<file path="src/rtl/io_map_pkg.sv">
// Shared I/O address map, display widths and controller state encoding
// for the memory-mapped I/O window that sits after the MEM stage.
package io_map_pkg;

   localparam logic [31:0] IO_BASE = 32'hFFFF_FC00;
   localparam logic [7:0]  SW_OFS  = 8'h70;
   localparam logic [7:0]  LED_OFS = 8'h60;
   localparam logic [7:0]  SEG_OFS = 8'h80;
   localparam logic [7:0]  CNT_OFS = 8'hA0;

   localparam int LED_W = 24;
   localparam int SEG_W = 32;
   localparam int SW_W  = 24;

   typedef enum logic [1:0] {
      IDLE       = 2'd0,
      WAIT_ENTER = 2'd1,
      RESP       = 2'd2
   } io_state_t;

endpackage

</file>
<file path="src/rtl/io_cycle_counter.sv">
// Free-running 32-bit cycle counter; reset loads INIT, otherwise +1 per
// clock with natural wrap at the top of the range.
module io_cycle_counter #(
   parameter logic [31:0] INIT = 32'h0
) (
   input  logic        clock,
   input  logic        reset,
   output logic [31:0] count
);

   always_ff @(posedge clock) begin
      if (reset)
         count <= INIT;
      else
         count <= count + 32'd1;
   end

endmodule

</file>
<file path="src/rtl/mmio_io_ctrl.sv">
// I/O window decoder: switch-read handshake (stall until enter), LED and
// seven-segment store latches, and a readable cycle counter.
module mmio_io_ctrl
   import io_map_pkg::*;
#(
   parameter logic [31:0] CNT_INIT = 32'h0
) (
   input  logic             clock,
   input  logic             reset,
   input  logic [31:0]      mem_addr,
   input  logic             mem_re,
   input  logic             mem_we,
   input  logic [31:0]      mem_wdata,
   input  logic [SW_W-1:0]  switch,
   input  logic             enter,
   output logic             io_hit,
   output logic [31:0]      io_rdata,
   output logic             stall_req_io,
   output logic [LED_W-1:0] led_data,
   output logic [SEG_W-1:0] seg_data,
   output logic             blink_need
);

   io_state_t   state;
   io_state_t   next_state;
   logic [31:0] sw_buf;
   logic [31:0] cycle_cnt;
   logic [7:0]  ofs;
   logic        sw_rd;
   logic        cnt_rd;

   assign ofs    = mem_addr[7:0];
   assign io_hit = (mem_addr[31:8] == IO_BASE[31:8]);
   // A simultaneous store wins, so a combined access never starts a wait.
   assign sw_rd  = mem_re & ~mem_we & io_hit & (ofs == SW_OFS);
   assign cnt_rd = mem_re & io_hit & (ofs == CNT_OFS);

   io_cycle_counter #(
      .INIT (CNT_INIT)
   ) u_cycle_counter (
      .clock (clock),
      .reset (reset),
      .count (cycle_cnt)
   );

   always_ff @(posedge clock) begin
      if (reset)
         state <= IDLE;
      else
         state <= next_state;
   end

   // Enter is only honoured once already waiting, so a press coincident with
   // the request does not satisfy it.
   always_comb begin
      next_state = state;
      unique case (state)
         IDLE:       if (sw_rd) next_state = WAIT_ENTER;
         WAIT_ENTER: if (enter) next_state = RESP;
         RESP:       next_state = IDLE;
         default:    next_state = IDLE;
      endcase
   end

   always_comb begin
      stall_req_io = ((state == IDLE) & sw_rd) | (state == WAIT_ENTER);
      blink_need   = (state == WAIT_ENTER);
      if (state == RESP)
         io_rdata = sw_buf;
      else if (cnt_rd)
         io_rdata = cycle_cnt;
      else
         io_rdata = 32'h0;
   end

   always_ff @(posedge clock) begin
      if (reset)
         sw_buf <= 32'h0;
      else if ((state == WAIT_ENTER) && enter)
         sw_buf <= {8'h0, switch};
   end

   // Stores are accepted in every state, independent of the switch handshake.
   always_ff @(posedge clock) begin
      if (reset) begin
         led_data <= '0;
         seg_data <= '0;
      end else if (mem_we && io_hit) begin
         if (ofs == LED_OFS)
            led_data <= mem_wdata[LED_W-1:0];
         else if (ofs == SEG_OFS)
            seg_data <= mem_wdata[SEG_W-1:0];
      end
   end

endmodule
</file>
<file path="config.mk">
export PLATFORM = sky130hd
export DESIGN_NAME = mmio_io_ctrl
export DESIGN_NICKNAME = d
export VERILOG_FILES = /design/src/rtl/io_map_pkg.sv /design/src/rtl/io_cycle_counter.sv /design/src/rtl/mmio_io_ctrl.sv
export SDC_FILE = /design/constraint.sdc
export NUM_CORES = 1
export LEC_CHECK = 0
export CAP_MARGIN = 20
export CORE_AREA = 2 2 116 118
export CTS_CLUSTER_DIAMETER = 80
export DETAILED_ROUTE_END_ITERATION = 8
export DIE_AREA = 0 0 118 120
export GPL_ROUTABILITY_DRIVEN = 0
export HOLD_SLACK_MARGIN = 0.03
export PLACE_DENSITY = 0.83
export SKIP_CTS_REPAIR_TIMING = 1
export SYNTH_ARGS = -nofsm -noshare
export SYNTH_HDL_FRONTEND = slang
export SYNTH_SLANG_ARGS = --single-unit
</file>
<file path="constraint.sdc">
create_clock -name clock -period 2.44 [get_ports clock]
set_input_delay 0.488 -clock clock [delete_from_list [all_inputs] [get_ports clock]]
set_output_delay 0.488 -clock clock [all_outputs]
set_load 0.005 [all_outputs]
</file>
After elaboration in Yosys (flattened, before gate mapping)
Cells that the tools add are included.
{"block": "totals", "regBits": 114, "latchBits": 0, "mem_bits_rw": 0, "rom_bits": 0, "in_bits": 93, "out_inout_bits": 91, "word_cells": 35, "n_memories": 0}
{"block": "classes", "addsub": 1, "n_mul": 0, "n_div": 0, "order_cmp": 0, "n_eq_ne": 9, "n_shift": 0, "mux": 5, "bitwise_logic": 9, "n_reduce_logical": 6}
{"cell": "two-way mux 32 bit", "n": 2}
{"cell": "adder 32 x 1 -> 32 bit (second input constant)", "n": 1}
{"cell": "== test 24 bit (second input constant)", "n": 1}
{"cell": "== test 8 x 7 -> 1 bit (second input constant)", "n": 2}
{"cell": "== test 8 bit (second input constant)", "n": 2}
{"cell": "AND 1 bit", "n": 6}
{"cell": "two-way mux 2 bit", "n": 2}
{"cell": "inequality test 2 bit (second input constant)", "n": 2}
{"cell": "one-hot mux 2 bit (2 select lines)", "n": 1}
{"cell": "AND reduction 2 bit", "n": 2}
{"cell": "AND reduction 3 bit", "n": 1}
{"cell": "== test 2 x 1 -> 1 bit (second input constant)", "n": 1}
{"cell": "== test 2 bit (second input constant)", "n": 1}
{"cell": "logical AND 1 bit", "n": 2}
{"cell": "logical NOT 2 bit", "n": 1}
{"cell": "inverter 1 bit", "n": 2}
{"cell": "OR 1 bit", "n": 1}

Depth between registers and ports, before layout
{"block": "depth", "ltp_word": 6, "depth_mapped": 7, "ltp_nobuf": 5}

Hierarchy
From an unflattened synthesis, not the netlist that was laid out.
{"block": "unflattened", "cells_unflattened": 612, "area_unflattened_um2": 5236.3}
{"mod": "mmio_io_ctrl", "instances": 1, "cells_each": 444, "area_per_inst_um2": 3761.1, "seq_area_each_um2": 1641.6}
{"mod": "io_cycle_counter", "instances": 1, "cells_each": 168, "area_per_inst_um2": 1475.2, "seq_area_each_um2": 640.6}

Worst setup path after synthesis
No wires, ideal clock.
{"block": "synth_path", "path_type": "input to output", "from": "input port mem_addr[8]", "to": "output port io_rdata[10]", "t_arrival_ps": 1984, "required_time_ps": 1952, "setup_slack_ps": -32, "cell_stages": 6, "path_buffers": 2, "path_cell_list": "nand4bb_1 > or4_1 > buf_2 > nor4_4 > buf_6 > a22o_1"}
{"block": "synth_via", "elab_chain_len": 5}
{"element": "from (decl)", "line": "mmio_io_ctrl.sv:10", "rtl": "input logic [31:0] mem_addr,"}
{"element": "== test 24 bit", "line": "mmio_io_ctrl.sv:33", "rtl": "assign io_hit = (mem_addr[31:8] == IO_BASE[31:8]);"}
{"element": "AND 1 bit (2 in series)", "line": "mmio_io_ctrl.sv:36", "rtl": "assign cnt_rd = mem_re & io_hit & (ofs == CNT_OFS);"}
{"element": "two-way mux 32 bit", "line": "mmio_io_ctrl.sv:70", "rtl": "else if (cnt_rd)"}
{"element": "two-way mux 32 bit", "line": "mmio_io_ctrl.sv:68", "rtl": "if (state == RESP)"}
{"element": "to (decl)", "line": "mmio_io_ctrl.sv:17", "rtl": "output logic [31:0] io_rdata,"}
Every way passes these cells.

Final worst setup path
{"block": "layout_path", "from": "input port mem_addr[9]", "to": "output port io_rdata[2]"}
The elaborated chain is that of the path after synthesis.

==> summary.txt <==
Starting Density = 40.1%
Root Driver = clkbuf_16
Detailed Route WL = 18.0 mm
Placed Cells = 940
Die Span Y = 120 um
Post-Synth Adder-Cell Area = 0.241%
Failing checks = setup timing
CTS buffer count = 17
Post-route setup slack = -395 ps
Netlist Area Pre-Place = 5200 sq um
Final Max Slew Viols = 0
Share of layout cells above drive strength 1 = 15.8%
Via count = 5767
Status = finished, violations left
Critical Path Most Common Cell = buf_6
Post-synth cell types = 36
Critical-path top delay cell = or4_4
Met3 Use GR = 6.56%
Endpoints failing hold = 0
Slew margin rel. = 46.3%
Endpoints failing setup = 32
Die Width = 118 um
Synth area leaders = dfxtp_1, o31ai_1, a21oi_1
Max-cap violations = 0
Hold path depth = 2
Vias in the first global route = 5182
TritonCTS clock tree = done
Die ar. = 14200 sq um
Synth Area in Simple Gates = 24.6%
Worst path max stage delay = 540 ps
Startpoint Class = input pin
F_max = 353 MHz
Final period utilization = 116%
Post-placement worst setup slack = -1060 ps
Synth warn = 0
Post-synth EDFFs = 0
Via density = 5.80
Share of flip-flops with an asynchronous set or reset = 0%
Global routing's busiest layer = met2
Worst-case reg-to-reg path depth = 5
Yosys top cell area share = 43.9%
Max Clock Skew = 6.17 ps
Met1 Use GR = 29.0%
I/O pin cnt = 184
Worst-Skew Late Latency = 410 ps
Worst Path Max Fanout = 5
Main combinational cell family by area after synthesis = simple AND/OR/NAND/NOR gates
Register area share after synthesis = 43.9%
HP Class = flop to flop
CP endpoint kind = output port
Global-route wire length before repair = 26.6 mm
Clock sinks = 114
FF+latch count, synth = 114
Initial antenna violation count = 0
Final period demand of the worst path = 2830 ps
H-tree Lvls = 4
Sum of negative setup slack = -10130 ps
PwrDens = 563 nW/um^2
Pre-antenna DRT Iters = 6
Clk slew on worst S/H paths = 50 ps
Wire per inst = 18.1 um
Critical Path AT = 2350 ps
Layout area overhead = 55.3%
Antenna diode instance count = 0
Layout net count = 900
Largest net degree at the start of global routing = 77
Cell taking the most area after synthesis = dfxtp_1
Unrepaired setup endpoints after global routing = true
Cells after synthesis = 618
Post-synthesis mux area share = 0.650%
HPWL Detailed = 11.0 mm
Final core occ = 62.2%
DRT antenna net count = 0
Port Buf Inserts = 183
Worst-Margin Slew = 805 ps
CP required = 1950 ps
Crit Path Class = input pin to output port
Non-Filler Instances = 995
Core ar. = 13000 sq um
CP cell instances = buf_6 -> nand4bb_4 -> or4_4 -> nor4_4 -> buf_6 -> buf_6 -> clkbuf_16 -> buf_6 -> buf_6 -> a22o_1 -> buf_2
GRT met2 Usage = 37.8%
GRT Total Usage = 23.3%
Prevailing post-synth register cell = dfxtp_1
Xor/xnor share of the synthesized area = 2.02%
Post-synth top cells = dfxtp_1, a21oi_1, nand4_1, o31ai_1, nand2_1
Clock Path Buffers = 2
DRT iter0 DRCs = 466
Mapped Nets = 712
Pleak = 0.00304 uW
Most frequent cell after synthesis = dfxtp_1
Fillers = 1058
GRT overflow = 0
Synth Area in Compound Gates = 22.9%
DRC = 0
Syn Area/Cell = 8.41 sq um
Maximum vdd drop = 0.000340 V
Row count = 42
[power breakdown]
part	switching [uW]	internal [uW]
Clock	860	1580
Combinational	87.0	145
Sequential	5.27	1870
[final cells by class]
cell class / count / area, sq um / area share (%)
clock buffers: 23 / 478 / 5.92
clock inverters: 9 / 105 / 1.30
inverters: 4 / 15.0 / 0.186
multi-input cells: 434 / 2670 / 33.1
flip-flops and latches: 114 / 2280 / 28.3
well taps: 176 / 220 / 2.73
repair buffers: 235 / 2300 / 28.5
[worst paths after layout]
kind | startpoint | endpoint | slack (ps)
min | sw_buf[0]$_SDFFE_PP0P_ | sw_buf[0]$_SDFFE_PP0P_ | 460
max reg2reg | u_cycle_counter.count[0]$_SDFF_PP0_ | u_cycle_counter.count[22]$_SDFF_PP0_ | 340
min reg2reg | sw_buf[0]$_SDFFE_PP0P_ | sw_buf[0]$_SDFFE_PP0P_ | 460
max | mem_addr[9] | io_rdata[2] | -390
[logic make-up after synthesis]
kind of cell / count (synthesis)
adder cells (fa/ha/maj): 1
flip-flops: 114
buffers and inverters: 70
AND/OR/NAND/NOR: 230
XOR/XNOR: 12
multiplexers: 3
AO/OA/AOI/OAI: 188
[layout by cell type, fill, tap and decap left out, types with 4 or more instances in the layout]
master / synthesis / layout
nand3_1: 11 / 11
nor2b_1: 7 / 7
and2_1: 13 / 13
and3_1: 5 / 5
a22o_1: 24 / 24
buf_4: 0 / 35
nor2_1: 23 / 21
clkbuf_16: 0 / 20
or3_1: 5 / 5
o21ai_0: 8 / 8
dlymetal6s2s_1: 0 / 26
xor2_1: 9 / 9
dfxtp_1: 114 / 114
clkdlybuf4s50_1: 0 / 120
a21oi_1: 93 / 93
nand2_1: 61 / 61
buf_12: 0 / 6
o31ai_1: 63 / 63
or4_1: 11 / 10
clkbuf_2: 1 / 21
clkinv_2: 0 / 4
nand4_1: 72 / 72
inv_1: 4 / 4
buf_6: 3 / 8
and4_1: 5 / 5
buf_2: 7 / 13
[per-layer routing]
layer,up-vias,part of all wire [%]
li1,2704,-
met3,38,8.4
met5,-,0
met1,2740,40
met4,0,2.4
met2,285,49
[flip-flops by register name, indices dropped and copies added, names as in the netlist]
signal / count
led_data: 24
seg_data: 32
state: 2
sw_buf: 24
u_cycle_counter.count: 32
[worst max-delay path: cells and delay by family]
kind | cells | cell delay (ps)
buffers and inverters | 7 | 720
AO/OA/AOI/OAI | 1 | 100
AND/OR/NAND/NOR | 3 | 1030
[stage by stage]
step | power (uW) | hold WS (ps) | cell area [sq um]
finish | 4540 | 456 | 8070
global route | 4670 | 474 | 8070
CTS | 4560 | 457 | 7850
detailed placement | 2140 | 450 | 7260
global placement | 2140 | 444 | 7260
floorplan | 1960 | 437 | 5200
Power figures use the tool's default switching activity.
